`config.mk`:
```
export PLATFORM = sky130hd
export DESIGN_NAME = lcd_timing_gen
export DESIGN_NICKNAME = d
export VERILOG_FILES = /design/src/rtl/lcd_timing_gen.sv
export SDC_FILE = /design/constraint.sdc
export NUM_CORES = 1
export LEC_CHECK = 0
export ABC_AREA = 1
export CAP_MARGIN = 20
export CORE_AREA = 4 4 115 117
export CTS_BUF_LIST = sky130_fd_sc_hd__clkbuf_4
export DETAILED_ROUTE_END_ITERATION = 8
export DIE_AREA = 0 0 119 121
export GPL_ROUTABILITY_DRIVEN = 1
export GPL_TIMING_DRIVEN = 0
export HOLD_SLACK_MARGIN = 0.06
export PLACE_DENSITY = 0.71
export RECOVER_POWER = 25
export SLEW_MARGIN = 0
export SYNTH_ARGS = -nofsm -noshare
export SYNTH_HDL_FRONTEND = slang
export SYNTH_SLANG_ARGS = --single-unit
```
`constraint.sdc`:
```
create_clock -name clk -period 2.3 [get_ports clk]
set_input_delay 0.345 -clock clk [delete_from_list [all_inputs] [get_ports clk]]
set_output_delay 0.345 -clock clk [all_outputs]
set_load 0.01 [all_outputs]
```
`src/rtl/lcd_timing_gen.sv`:
```
// Parametrised RGB-LCD timing generator: dclk/hsync/vsync/de from h/v counters,
// per-position pixel request with fixed return latency, frame-completing stop.
module lcd_timing_gen #(
  parameter int CLK_DIV  = 5,
  parameter int PIPE_LAT = 2,
  parameter int H_ACTIVE = 480,
  parameter int H_FP     = 2,
  parameter int H_SYNC   = 4,
  parameter int H_BP     = 39,
  parameter int V_ACTIVE = 272,
  parameter int V_FP     = 2,
  parameter int V_SYNC   = 4,
  parameter int V_BP     = 12,
  parameter bit HS_POL   = 1'b0,
  parameter bit VS_POL   = 1'b0,
  parameter bit DE_POL   = 1'b1
) (
  input  logic        clk,
  input  logic        rst_n,
  input  logic        en,
  input  logic [23:0] pixel_in,
  output logic        req,
  output logic [10:0] pos_x,
  output logic [9:0]  pos_y,
  output logic [7:0]  red,
  output logic [7:0]  green,
  output logic [7:0]  blue,
  output logic        dclk,
  output logic        hsync,
  output logic        vsync,
  output logic        de,
  output logic        frame_start,
  output logic        busy
);

  localparam int H_TOTAL = H_SYNC + H_BP + H_ACTIVE + H_FP;
  localparam int V_TOTAL = V_SYNC + V_BP + V_ACTIVE + V_FP;
  localparam int DIV_W   = $clog2(2 * CLK_DIV);

  localparam logic [DIV_W-1:0] DIV_RISE = DIV_W'(CLK_DIV - 1);
  localparam logic [DIV_W-1:0] DIV_FALL = DIV_W'(2 * CLK_DIV - 1);

  localparam logic [10:0] H_LAST     = 11'(H_TOTAL - 1);
  localparam logic [10:0] H_SYNC_END = 11'(H_SYNC);
  localparam logic [10:0] H_ACT_LO   = 11'(H_SYNC + H_BP);
  localparam logic [10:0] H_ACT_HI   = 11'(H_SYNC + H_BP + H_ACTIVE);
  localparam logic [9:0]  V_LAST     = 10'(V_TOTAL - 1);
  localparam logic [9:0]  V_SYNC_END = 10'(V_SYNC);
  localparam logic [9:0]  V_ACT_LO   = 10'(V_SYNC + V_BP);
  localparam logic [9:0]  V_ACT_HI   = 10'(V_SYNC + V_BP + V_ACTIVE);

  typedef enum logic [1:0] {IDLE = 2'd0, RUN = 2'd1, STOP = 2'd2} state_t;

  state_t              state, state_nxt;
  logic [DIV_W-1:0]    div;
  logic [10:0]         h, h_nxt;
  logic [9:0]          v, v_nxt;
  logic                fall_evt, start_evt, to_idle, l_evt, act_nxt;
  logic [PIPE_LAT:0]   vld_p;
  logic [PIPE_LAT:0]   act_p;
  logic [23:0]         rgb_p;

  function automatic logic h_is_active(input logic [10:0] x);
    return (x >= H_ACT_LO) && (x < H_ACT_HI);
  endfunction

  function automatic logic v_is_active(input logic [9:0] y);
    return (y >= V_ACT_LO) && (y < V_ACT_HI);
  endfunction

  assign fall_evt = (state != IDLE) && (div == DIV_FALL);
  assign l_evt    = start_evt | (fall_evt & ~to_idle);
  assign act_nxt  = h_is_active(h_nxt) && v_is_active(v_nxt);

  always_ff @(posedge clk or negedge rst_n) begin
    if (!rst_n) state <= IDLE;
    else        state <= state_nxt;
  end

  always_comb begin
    state_nxt = state;
    start_evt = 1'b0;
    to_idle   = 1'b0;
    case (state)
      IDLE: if (en) begin
        state_nxt = RUN;
        start_evt = 1'b1;
      end
      RUN:  if (!en) state_nxt = STOP;
      STOP: if (en) begin
        state_nxt = RUN;
      end else if (fall_evt && (h == H_LAST) && (v == V_LAST)) begin
        state_nxt = IDLE;
        to_idle   = 1'b1;
      end
      default: state_nxt = IDLE;
    endcase
  end

  // Position loaded at the next L: (0,0) on start, otherwise raster advance
  always_comb begin
    h_nxt = h + 11'd1;
    v_nxt = v;
    if (start_evt) begin
      h_nxt = '0;
      v_nxt = '0;
    end else if (h == H_LAST) begin
      h_nxt = '0;
      v_nxt = (v == V_LAST) ? '0 : v + 10'd1;
    end
  end

  always_ff @(posedge clk or negedge rst_n) begin
    if (!rst_n) begin
      div         <= '0;
      h           <= '0;
      v           <= '0;
      dclk        <= 1'b0;
      hsync       <= ~HS_POL;
      vsync       <= ~VS_POL;
      de          <= ~DE_POL;
      pos_x       <= '0;
      pos_y       <= '0;
      frame_start <= 1'b0;
      vld_p       <= '0;
      act_p       <= '0;
      rgb_p       <= '0;
    end else if (to_idle) begin
      div         <= '0;
      h           <= '0;
      v           <= '0;
      dclk        <= 1'b0;
      hsync       <= ~HS_POL;
      vsync       <= ~VS_POL;
      de          <= ~DE_POL;
      pos_x       <= '0;
      pos_y       <= '0;
      frame_start <= 1'b0;
      vld_p       <= '0;
      act_p       <= '0;
      rgb_p       <= '0;
    end else begin
      frame_start <= 1'b0;
      // p0 is the request cycle; the pixel returns PIPE_LAT stages later
      vld_p[0] <= l_evt;
      for (int i = 1; i <= PIPE_LAT; i++) begin
        vld_p[i] <= vld_p[i-1];
        act_p[i] <= act_p[i-1];
      end
      if (vld_p[PIPE_LAT]) rgb_p <= act_p[PIPE_LAT] ? pixel_in : '0;
      if (state != IDLE) begin
        div <= div + DIV_W'(1);
        if (div == DIV_RISE) dclk <= 1'b1;
      end
      if (l_evt) begin
        div         <= '0;
        dclk        <= 1'b0;
        h           <= h_nxt;
        v           <= v_nxt;
        hsync       <= (h_nxt < H_SYNC_END) ? HS_POL : ~HS_POL;
        vsync       <= (v_nxt < V_SYNC_END) ? VS_POL : ~VS_POL;
        de          <= act_nxt ? DE_POL : ~DE_POL;
        pos_x       <= act_nxt ? h_nxt - H_ACT_LO : '0;
        pos_y       <= act_nxt ? v_nxt - V_ACT_LO : '0;
        frame_start <= (h_nxt == '0) && (v_nxt == '0);
        act_p[0]    <= act_nxt;
      end
    end
  end

  assign req   = vld_p[0];
  assign red   = rgb_p[23:16];
  assign green = rgb_p[15:8];
  assign blue  = rgb_p[7:0];
  assign busy  = (state != IDLE);

endmodule

```
# --- Yosys cells after proc, flatten, opt, wreduce, memory -nomap -nowiden ---
# Index checks and enable logic that the tools add are counted.
word_totals:
  elab_cells: 104
  in_bits: 27
  reg_bits: 83
  output_inout_bits: 52
classes:
  n_eq_ne: 9
  add_sub_neg: 5
  n_reduce_logical: 17
  bitwise: 3
  mux: 49
  n_lt_le_gt_ge: 6
op_table:
  columns: ["operator", "count"]
  rows:
  - ["$mux 10", 8]
  - ["$mux 11", 7]
  - ["$mux 24", 3]
  - ["$mux 1", 21]
  - ["$mux 4", 3]
  - ["$add 11x1->11 const B", 1]
  - ["$eq 11x10->1 const B", 1]
  - ["$ge 11x6->1 const B", 1]
  - ["$logic_not 11->1", 1]
  - ["$lt 11x10->1 const B", 1]
  - ["$lt 11x3->1 const B", 1]
  - ["$sub 11x6->11 const B", 1]
  - ["$add 10x1->10 const B", 1]
  - ["$eq 10x9->1 const B", 1]
  - ["$ge 10x5->1 const B", 1]
  - ["$logic_not 10->1", 1]
  - ["$lt 10x3->1 const B", 1]
  - ["$lt 10x9->1 const B", 1]
  - ["$sub 10x5->10 const B", 1]
  - ["$mux 2", 4]
  - ["$logic_and 1x1->1", 7]
  - ["$mux 3", 2]
  - ["$pmux 2 s3", 1]
  - ["$reduce_bool 2->1", 3]
  - ["other kinds (14)", 16]

# --- Longest topological paths before layout ---
# Gate-level depths: netlist (run 1).
depth:
  word_depth: 12
  mapped_depth: 19
  ltp_nobuf: 18

# --- Least setup slack after synthesis (run 1) ---
# Ideal clock, no wire load.
synth_timing:
  path_type: "register to register"
  from: "register h[0]"
  to: "register pos_y[4]"
  slack_ns: -0.120
  required_ns: 2.181
  period_less_slack_ns: 2.420
  n_path_buf: 1
  setup_time_ns: 0.119
  stages_incl_launch_ff: 20
  arrival_time_ns: 2.301
  cell_sequence: "dfrtp_1 inv_1 ha_1 nand2_1 inv_1 nand3_1 nor2_2 nand2_1 nand2_1 inv_1 nand3_1 ha_1 nand3_2 nor2_1 nand2_1 nand2_2 nor2_4 buf_6 nand3_1 nand2_1"
synth_between:
  elab_chain_cells: 10
  word_cells_on_any_way: 26
  classes_between: "2 x add/sub; 4 x order compare; 1 x eq/ne; 10 x mux; 3 x bitwise; 6 x reduce/logical"
synth_lines:
  columns: ["element", "line", "text"]
  rows:
  - ["from (decl)", "56", "logic [10:0] h, h_nxt;"]
  - ["from (signal assigned)", "158", "h <= h_nxt;"]
  - ["branches (longest 10 deep; another with $add 11x1->11)", null, null]
  - ["to (signal assigned)", "164", "pos_y <= act_nxt ? v_nxt - V_ACT_LO : '0;"]
  - ["to (decl)", "24", "output logic [9:0] pos_y,"]
# Several ways; the timed one is not identified. The select of a mux whose other input is x is not followed.
# A chain may end at the register's enable or synchronous reset.

# --- Worst setup path in the final report (run 1) ---
layout_timing:
  from: "register h[0]"
  to: "register pos_x[6]"
layout_between:
  elab_chain_cells: 10
  word_cells_on_any_way: 26
  classes_between: "2 x add/sub; 4 x order compare; 1 x eq/ne; 10 x mux; 3 x bitwise; 6 x reduce/logical"
layout_lines:
  columns: ["element", "line", "text"]
  rows:
  - ["branches (longest 10 deep; another with $add 11x1->11)", null, null]
  - ["to (signal assigned)", "163", "pos_x <= act_nxt ? h_nxt - H_ACT_LO : '0;"]
  - ["to (decl)", "23", "output logic [10:0] pos_x,"]
# Several ways; the timed one is not identified. The select of a mux whose other input is x is not followed.

==> results of run 1 <==
[routing by layer]
metal,vias to the layer above,global-route usage (%),wire length (µm)
li1,2351,-,-
met1,2179,24.38,6054
met2,156,31.79,6420
met3,25,3.776,660
met4,0,6.227,263
met5,-,0,0
[sequential cells by signal (all words and copies together) (netlist names)]
signal	count
hsync	1
vld_p	3
vsync	1
de	1
div	4
pos_x	11
pos_y	10
frame_start	1
state	2
v	10
rgb_p	24
act_p	2
h	11
dclk	1
[cells by family (layout without fill, tap and decap cells)]
logic type | after synthesis | count (layout) | share of synthesized area (%)
AO/OA/AOI/OAI | 68 | 68 | 7.240
adder cells (fa/ha/maj) | 11 | 11 | 2.886
AND/OR/NAND/NOR | 395 | 395 | 36.94
buffers and inverters | 98 | 221 | 8.578
flip-flops | 82 | 82 | 43.07
XOR/XNOR | 7 | 7 | 1.285
[cells in the final DEF, fill, tap and decap left out, types with 3 or more instances in the layout]
master / instances
nand2_1: 193
nor3_1: 3
inv_1: 64
ha_4: 4
buf_2: 3
nor2_2: 13
nand3_1: 80
o21ai_1: 11
inv_2: 12
nand3_4: 4
xor2_1: 6
nor2_1: 49
nand2_2: 11
a21oi_1: 30
nand3_2: 21
nor2_4: 6
clkbuf_2: 4
ha_1: 6
dfrtp_2: 3
buf_4: 25
buf_6: 8
clkdlybuf4s50_1: 77
o21ai_0: 24
clkbuf_4: 12
nand4_1: 9
dfrtp_1: 77
clkbuf_1: 8
[what timing repair did]
item                       4_1_cts  5_1_grt
hold endpoints to repair        42        0
pin swaps                       21       20
gates cloned                     2        0
resized for setup               38       34
hold buffers                     1        0
setup endpoints to repair       59       51
buffers inserted                23        3
[area by class of cell]
type | instances | area share, %
multi-input combinational | 481 | 39.78
clock inverter | 6 | 1.039
buffer | 21 | 1.940
timing repair buffer | 107 | 15.89
tap | 172 | 3.371
clock buffer | 10 | 1.176
sequential | 82 | 32.24
inverter | 77 | 4.566
[power by group]
group          switching, mW  internal, mW
combinational          0.548         0.365
clock                  0.523         0.345
sequential            0.0876          1.54
total                   1.16          2.25
[critical path: stages, from the launching register on]
cell	delay, ps
dfrtp_1	420
inv_2	90
ha_4	160
inv_2	40
nor2_2	160
nand3_4	130
buf_4	170
nand2_1	80
inv_1	70
ha_1	210
inv_1	80
a21oi_1	120
o21ai_1	270
nand2_1	90
o21ai_0	130
nand3_2	100
nand2_1	70
[per-stage QoR]
stage          power [mW]  setup TNS (ps)  worst slack [ps]  utilization (%)
3_5_place_dp        2.431          -11080            -435.5            46.94
6_report            3.406           -2491            -149.6            51.64
5_1_grt             3.634           -5556            -286.6            51.64
4_1_cts             3.417           -1656            -105.8            50.81
3_3_place_gp        2.419         -187520             -2179            46.80
2_1_floorplan       2.136               0             14.00                -
[path summary, 6_finish.rpt]
check	cells past startpoint	to	startpoint	slack, ps
max	16	pos_x[6]$_DFFE_PN0N_	h[0]$_DFFE_PN0N_	-150
min	3	rgb_p[13]$_DFFE_PN0P_	pixel_in[13]	450
max reg2reg	16	pos_x[6]$_DFFE_PN0N_	h[0]$_DFFE_PN0N_	-150
min reg2reg	2	vld_p[2]$_DFF_PN0_	vld_p[1]$_DFF_PN0_	480
max in group asynchronous	3	h[8]$_DFFE_PN0N_	rst_n	440
min in group asynchronous	2	div[0]$_DFFE_PN0P_	rst_n	600
==> impl_metrics.toml, run 1 <==
[cells_and_area]
fin_nets = 817
multi_input_area_um2 = 2540
syn_to_final_growth_pct = 33.87
fill_cells = 1190
antenna_cells = 0
drive_above_1_share_pct = 17.86
regArea_um2 = 2058
final_cells = 956
design_area_um2 = 6385

[critical_path]
crit_arrival_ps = 2840
crit_fanout = 4
cp-end-kind = "flop"
start_kind = "flop"
critical_path_required_ps = 2690
worstSetupPathType = "reg -> reg"

[timing]
hold_viol_final = 0
slew_violations = 0
worst_pin_slew_ps = 1058
rsz0062_at_grt = "true"
period_share_pct = 106.5
fmax_ghz = 0.4082
timing.hold.ws_ps = 454.8
finalSetupViolations = 20
skew_ps = 12.60
maxSlewHeadroom_pct = 29.47
period_needed_ps = 2450
setup_slack_ps = -149.6

[global_routing]
grt_pass1_wl_um = 22110
grt_pass1_vias = 4607
grt-ovfl-total = 0
grt_antenna_before_repair = 0
grt_usage_pct = 18.89
grt_max_degree = 44

[die]
pin_count = 79
initial_core_util_pct = 38.58
rows = 41
core_area_um2 = 12360
die-area_um2 = 14400
die_y_um = 121
die_w_um = 119

[power_and_ir_drop]
p_per_area_nw_per_um2 = 533.5
p_leak_nw = 3.075
ir_worst_vdd_v = 0.0002872

[placed_design]
place_congestion = 0.9105
placed_area_um2 = 5803
io_buffers = 78
dpl.cell_count = 912
hpwl_um = 9504

[detailed_routing]
drt_iter0_markers = 413
drtPass1Iterations = 5
drt_wl_total_um = 13400
vias = 4711
wire_per_inst_um = 14.01
drc = 0
via_per_inst = 4.928
final_antenna_net_count = 0

[logic_synthesis]
syn_nets = 699
yosysMostFrequentCell = "nand2_1"
synth-main-ff-cell = "dfrtp_1"
ys_warn_count = 0
yosys.cell_types.count = 30
syn_inst = 661
yosysSeqAreaShare_pct = 43.07
syn_avg_cell_area_um2 = 7.216
synth_edf_count = 0
synth-async-reset-ratio_pct = 100.0
syn_area_um2 = 4770
ys_ff_latch = 82
synthTopCellsByArea = "dfrtp_1 (42%), nand2_1 (16%), nand3_1 (10%)"
synth_common_cells = "nand2_1 (201), nand3_1 (97), dfrtp_1 (80)"
netlist.area_leader.share_pct = 41.97
yosys.area.top_type = "dfrtp_1"

[min_path]
hp-class = "in -> reg"

[flow_run]
drv_cap = 0

[clock_tree]
cts_sinks = 82
cts_tree = "done"
cts.clk_slew.worst_paths_ps = 130
clk_path_buf_depth = 2
numCtsBuffers = 9
cts-root-buf = "clkbuf_4"
htreeDepth = 3
clk_latency_ps = 450

[run_status]
outcome = "complete, but fails checks"
failed_checks = "setup timing"
Power figures use the tool's default switching activity.
==> run 2: changes to the inputs <==
--- a/config.mk
+++ b/config.mk
@@ -7,10 +7,11 @@
 export LEC_CHECK = 0
 export ABC_AREA = 1
 export CAP_MARGIN = 20
-export CORE_AREA = 4 4 115 117
+export CORE_AREA = 8 8 99 145
 export CTS_BUF_LIST = sky130_fd_sc_hd__clkbuf_4
+export CTS_CLUSTER_SIZE = 10
 export DETAILED_ROUTE_END_ITERATION = 8
-export DIE_AREA = 0 0 119 121
+export DIE_AREA = 0 0 107 153
 export GPL_ROUTABILITY_DRIVEN = 1
 export GPL_TIMING_DRIVEN = 0
 export HOLD_SLACK_MARGIN = 0.06
==> run 2 against run 1 <==
Effect of this change: the flow still finishes with violations (setup timing); setup slack worse by 30 ps; combinational power is 11% higher; non-clock buffer count is 8 higher; largest power group unchanged.
==> impl_metrics.toml, run 2 (synthesis results as in run 1) <==
[run_status]
outcome = "complete, but fails checks"
failed_checks = "setup timing"

[timing]
rsz0062_at_grt = "true"
period_share_pct = 107.8
finalSetupViolations = 23
setup_slack_ps = -179.6
maxSlewHeadroom_pct = 5.316
period_needed_ps = 2480
worst_pin_slew_ps = 1420
fmax_ghz = 0.4033
skew_ps = 19.87
slew_violations = 0
hold_viol_final = 0

[placed_design]
hpwl_um = 10550
dp_slack_ps = -447.7
placed_area_um2 = 5791
place_congestion = 0.9685
io_buffers = 78

[die]
initial_core_util_pct = 38.70
core_area_um2 = 12320
die-area_um2 = 16370
rows = 50
die_w_um = 107
pin_count = 79
die_y_um = 153

[global_routing]
grt_usage_pct = 17.75
grt_pass1_wl_um = 23300
grt_pass1_vias = 4773
grt_max_degree = 61
grt-ovfl-total = 0
grt_antenna_before_repair = 1

[cells_and_area]
layout_commonest_cell = "nand2_1"
layout_common_cells = "nand2_1 (191), clkdlybuf4s50_1 (77), nand3_1 (76)"
design_area_um2 = 6590
largest_reg_flops = 24
fill_cells = 1182
reg.largest.list = "rgb_p (24), h (11), pos_x (11)"
drive_above_1_share_pct = 21.09
syn_to_final_growth_pct = 38.17
regMostFlops = "rgb_p"
fin_nets = 825

[clock_tree]
htreeDepth = 3
clk_latency_ps = 450
cts_sinks = 82
numCtsBuffers = 9
clk_path_buf_depth = 2
cts-root-buf = "clkbuf_4"
cts_tree = "done"
cts.clk_slew.worst_paths_ps = 150

[critical_path]
crit_fanout = 5
cpPeakStageDelay_ps = 460
critical_path_required_ps = 2640
cp_common_cell = "nor2_4"
slowest_stage = "dfrtp_2"
worstSetupPathType = "reg -> reg"
cp_cell_sequence = "inv_4, ha_4, nand2_2, inv_2, nand3_2, nor2_4, buf_6, nand4_1, nand3_4, ha_4, nand3_4, nor2_4, nand2_2, nand2_4, nor2_4, buf_6, nand3_1, nand2_1"
cp-end-kind = "flop"
crit_arrival_ps = 2820
start_kind = "flop"

[power_and_ir_drop]
p_per_area_nw_per_um2 = 557.2
ir_worst_vdd_v = 0.0002999
p_leak_nw = 3.179

[detailed_routing]
vias = 4889
wire_per_inst_um = 15.73
drt_iter0_markers = 344
drtPass1Iterations = 5
final_antenna_net_count = 0
drc = 0
via_per_inst = 5.152
drt_wl_total_um = 14920

[flow_run]
drv_cap = 0

[min_path]
hp-class = "in -> reg"
## run 2: cell types whose count changed in the layout (fill, tap and decap cells not counted), moves of 3 or more
cell,delta
inv_1,-3
nor2_4,+4
buf_4,+6
o21ai_2,+4
o21ai_1,-4
nand3_1,-4
inv_6,+3
## run 2: metal layers
metal | wire (µm) | GRT usage, % | vias up
met5 | 0 | 0 | -
met2 | 7976 | 31.62 | 156
met4 | 711 | 11.92 | 0
met1 | 5584 | 18.31 | 2305
met3 | 651 | 3.157 | 49
li1 | - | - | 2379
## run 2: power breakdown
group          internal [mW]  total, mW  switching [mW]
sequential              1.54       1.63          0.0861
clock                  0.464       1.03           0.568
combinational          0.406       1.01           0.609
## run 2: final timing paths
path	start	endpoint	slack, ps	cells past startpoint
setup / recovery	h[0]$_DFFE_PN0N_	pos_y[2]$_DFFE_PN0N_	-180	18
hold / removal	pixel_in[14]	rgb_p[14]$_DFFE_PN0P_	450	3
setup reg to reg	h[0]$_DFFE_PN0N_	pos_y[2]$_DFFE_PN0N_	-180	18
hold reg to reg	act_p[1]$_DFF_PN0_	act_p[2]$_DFF_PN0_	490	2
max in group asynchronous	rst_n	vsync$_DFFE_PN1N_	570	3
min in group asynchronous	rst_n	h[10]$_DFFE_PN0N_	730	2
## run 2: area by class of cell
type | count | area (µm²) | area share [%]
Timing Repair Buffer | 115 | 1094 | 16.59
Tap cell | 156 | 195.2 | 2.962
Sequential cell | 82 | 2061 | 31.27
Clock buffer | 9 | 67.56 | 1.025
Clock inverter | 7 | 106.4 | 1.614
Multi-Input combinational cell | 481 | 2645 | 40.14
Buffer | 21 | 125.1 | 1.899
Antenna cell | 1 | 2.502 | 0.03797
Inverter | 77 | 294.0 | 4.462
## run 2: through the flow
stage	util, %	std cells	setup TNS, ps	total power [mW]	hold slack [ps]
after global routing	53.47	949	-5426	3.889	420.5
after global placement	46.78	895	-187320	2.442	452.4
after detailed placement	46.98	896	-11470	2.449	272.2
after floorplan	-	661	0	2.136	49.41
after CTS	51.35	934	-738.6	3.628	301.4
final	53.47	949	-3071	3.672	449.2
## run 2: worst max-delay path, delay by kind of cell, from the launching register on
kind          cells  cell delay, ps
fa+ha+maj         2             320
buf+inv           4             400
flops             1             460
simple gates     12            1190
## run 2: timing repair
action,CTS,global route
gates resized for setup,52,51
endpoints found under the setup margin,41,40
cloned,2,0
endpoints found under the hold margin,22,0
setup buffers,19,14
hold buffers,1,0
pin swaps,25,27
==> run 3: changes to the inputs <==
--- a/config.mk
+++ b/config.mk
@@ -5,16 +5,17 @@
 export SDC_FILE = /design/constraint.sdc
 export NUM_CORES = 1
 export LEC_CHECK = 0
-export ABC_AREA = 1
+export ABC_AREA = 0
 export CAP_MARGIN = 20
-export CORE_AREA = 8 8 99 145
+export CORE_AREA = 8 8 100 148
 export CTS_BUF_LIST = sky130_fd_sc_hd__clkbuf_4
 export CTS_CLUSTER_SIZE = 10
 export DETAILED_ROUTE_END_ITERATION = 8
-export DIE_AREA = 0 0 107 153
+export DIE_AREA = 0 0 108 156
 export GPL_ROUTABILITY_DRIVEN = 1
 export GPL_TIMING_DRIVEN = 0
 export HOLD_SLACK_MARGIN = 0.06
+export MAX_ROUTING_LAYER = met4
 export PLACE_DENSITY = 0.71
 export RECOVER_POWER = 25
 export SLEW_MARGIN = 0
==> run 3 against run 2 <==
Effect of this change: the flow finishes with violations (capacitance limit, slew limit, setup timing); non-clock buffer count is 33 higher; register-to-register slack worse by 350 ps; sequential power is 5% lower; total power is 8.4% lower; critical endpoint is now pos_x[10]$_DFFE_PN0N_.
==> impl_metrics.toml, run 3 <==
[die]
die_y_um = 156
die_w_um = 108
core_area_um2 = 12700
rows = 51
initial_core_util_pct = 38.99
pin_count = 79
die-area_um2 = 16850

[critical_path]
worst-path-stages = 12
cp-end-kind = "flop"
critPathTopFamily = "compound AO/OA/AOI/OAI gates"
cpPeakStageDelay_ps = 460
slowest_stage = "dfrtp_2"
cp_common_cell = "buf_6"
crit_arrival_ps = 3220
ff2ff_path_depth = 12
crit_fanout = 7
critical_path_required_ps = 2680
cp_cell_sequence = "inv_2, ha_4, nor4bb_4, buf_6, and3_4, buf_6, o31ai_1, a2bb2oi_1, and2_4, o2111ai_4, buf_8, o31ai_4"
start_kind = "flop"
worst-path-buf-inv = 4
worstSetupPathType = "reg -> reg"

[logic_synthesis]
synthTopCellsByArea = "dfrtp_1 (40%), nand2_1 (4.8%), nand3_1 (4.2%)"
synth_common_cells = "dfrtp_1 (80), nand2_1 (63), nand3_1 (42)"
synth-main-ff-cell = "dfrtp_1"
yosysMostFrequentCell = "dfrtp_1"
yosysSeqAreaShare_pct = 41.50
synth_edf_count = 0
ys_warn_count = 0
ys_ff_latch = 82
netlist.area_leader.share_pct = 40.43
yosys.area.top_type = "dfrtp_1"
syn_avg_cell_area_um2 = 8.873
syn_area_um2 = 4951
yosys.cell_types.count = 66
synth-async-reset-ratio_pct = 100.0
syn_inst = 558
syn_nets = 596

[run_status]
failed_checks = "capacitance limit, slew limit, setup timing"
outcome = "complete, but fails checks"

[detailed_routing]
drt_iter0_markers = 317
final_antenna_net_count = 0
wire_per_inst_um = 19.22
drtPass1Iterations = 5
vias = 4877
drt_wl_total_um = 16590
via_per_inst = 5.651
drc = 0

[cells_and_area]
design_area_um2 = 7286
syn_to_final_growth_pct = 47.16
reg.largest.list = "rgb_p (24), h (11), pos_x (11)"
fin_nets = 737
final_cells = 863
layout_common_cells = "dfrtp_1 (77), clkdlybuf4s50_1 (76), nand2_1 (56)"
antenna_cells = 0
layout_commonest_cell = "dfrtp_1"
regMostFlops = "rgb_p"
largest_reg_flops = 24
drive_above_1_share_pct = 27.84
postLayoutCoreUtil_pct = 57.38

[placed_design]
dp_slack_ps = -933.8
place_congestion = 0.9452
dpl.cell_count = 795
io_buffers = 77
placed_area_um2 = 6063
hpwl_um = 11360

[power_and_ir_drop]
p_leak_nw = 3.063
p_per_area_nw_per_um2 = 461.7
ir_worst_vdd_v = 0.0003031

[timing]
slew_violations = 29
timing.hold.ws_ps = 133.9
hold_viol_final = 0
skew_ps = 23.83
worst_pin_slew_ps = 1640
fmax_ghz = 0.3533
period_share_pct = 123.1
setup_slack_ps = -530.6
finalSetupViolations = 73
rsz0062_at_grt = "true"
period_needed_ps = 2831
maxSlewHeadroom_pct = -9.346

[clock_tree]
cts-root-buf = "clkbuf_4"
clk_path_buf_depth = 2
numCtsBuffers = 9
cts_tree = "done"
cts_sinks = 82
cts.clk_slew.worst_paths_ps = 160
clk_latency_ps = 450
htreeDepth = 3

[global_routing]
grt_usage_pct = 19.76
grt-ovfl-total = 0
grt_pass1_vias = 5029
grt_pass1_wl_um = 25630
grt_antenna_before_repair = 0
grt_max_degree = 56

[min_path]
hp-class = "in -> reg"
hold-path-cell-count = 2

[flow_run]
drv_cap = 1
run 3: cell types whose count changed after synthesis, moves of 8 or more:
cell | before | now
o31ai_1 | 1 | 21
inv_1 | 71 | 18
xnor2_1 | 1 | 17
nand3_1 | 97 | 42
o31ai_2 | 0 | 10
and2_1 | 0 | 8
nand3_2 | 8 | 0
nor2_1 | 56 | 27
a21oi_1 | 30 | 38
nor2b_1 | 0 | 9
nand2b_1 | 0 | 29
clkbuf_1 | 11 | 26
and3_1 | 0 | 11
nand2_1 | 201 | 63
run 3: area by class of cell:
type	instances	area, µm²
repair buffers	135	1262
flip-flops and latches	82	2058
inverters	18	75.07
clock buffers	9	67.56
multi-input cells	419	3217
plain buffers	34	295.3
well taps	159	198.9
fillers	1115	5413
clock inverters	7	111.4
run 3: worst paths after layout:
path	from	endpoint	slack [ps]
setup / recovery	h[1]$_DFFE_PN0N_	pos_x[10]$_DFFE_PN0N_	-530
hold / removal	en	state[1]$_DFFE_PN0P_	130
setup reg to reg	h[1]$_DFFE_PN0N_	pos_x[10]$_DFFE_PN0N_	-530
hold reg to reg	act_p[1]$_DFF_PN0_	act_p[2]$_DFF_PN0_	500
max in group asynchronous	rst_n	hsync$_DFFE_PN1N_	250
min in group asynchronous	rst_n	v[9]$_DFFE_PN0N_	830
run 3: through the flow:
stage,setup TNS (ps),power [mW]
finish,-19810,3.364
global placement,-213580,2.088
CTS,-15250,3.315
floorplan,-8588,1.856
detailed placement,-51620,2.101
global route,-33590,3.518
run 3: per-layer routing:
layer,wire (µm),part of all wire [%],track usage (%)
met5,0,0,-
met4,767,4.6,12.82
met3,950,5.7,3.888
met2,8891,54,34.39
met1,5978,36,19.42
run 3: cells by family after synthesis:
| logic type | after synthesis | share of synthesized area, % |
|---|---|---|
| AND/OR/NAND/NOR | 234 | 24.87 |
| AO/OA/AOI/OAI | 140 | 19.59 |
| buffers and inverters | 57 | 4.928 |
| XOR/XNOR | 26 | 4.599 |
| adder cells (fa/ha/maj) | 11 | 2.780 |
| multiplexers | 8 | 1.744 |
| flip-flops | 82 | 41.50 |
run 3: power by group:
part / switching (mW) / internal (mW) / total [mW]
logic: 0.417 / 0.369 / 0.786
clock network: 0.569 / 0.461 / 1.03
registers: 0.0534 / 1.49 / 1.55
total: 1.04 / 2.32 / 3.36
run 3: repair_timing:
action / CTS / global route
gates resized for setup: 108 / 62
pin swaps: 12 / 25
endpoints found under the hold margin: 26 / 0
cloned: 3 / 1
setup buffers: 37 / 17
setup endpoints to repair: 80 / 81
hold buffers: 1 / 0
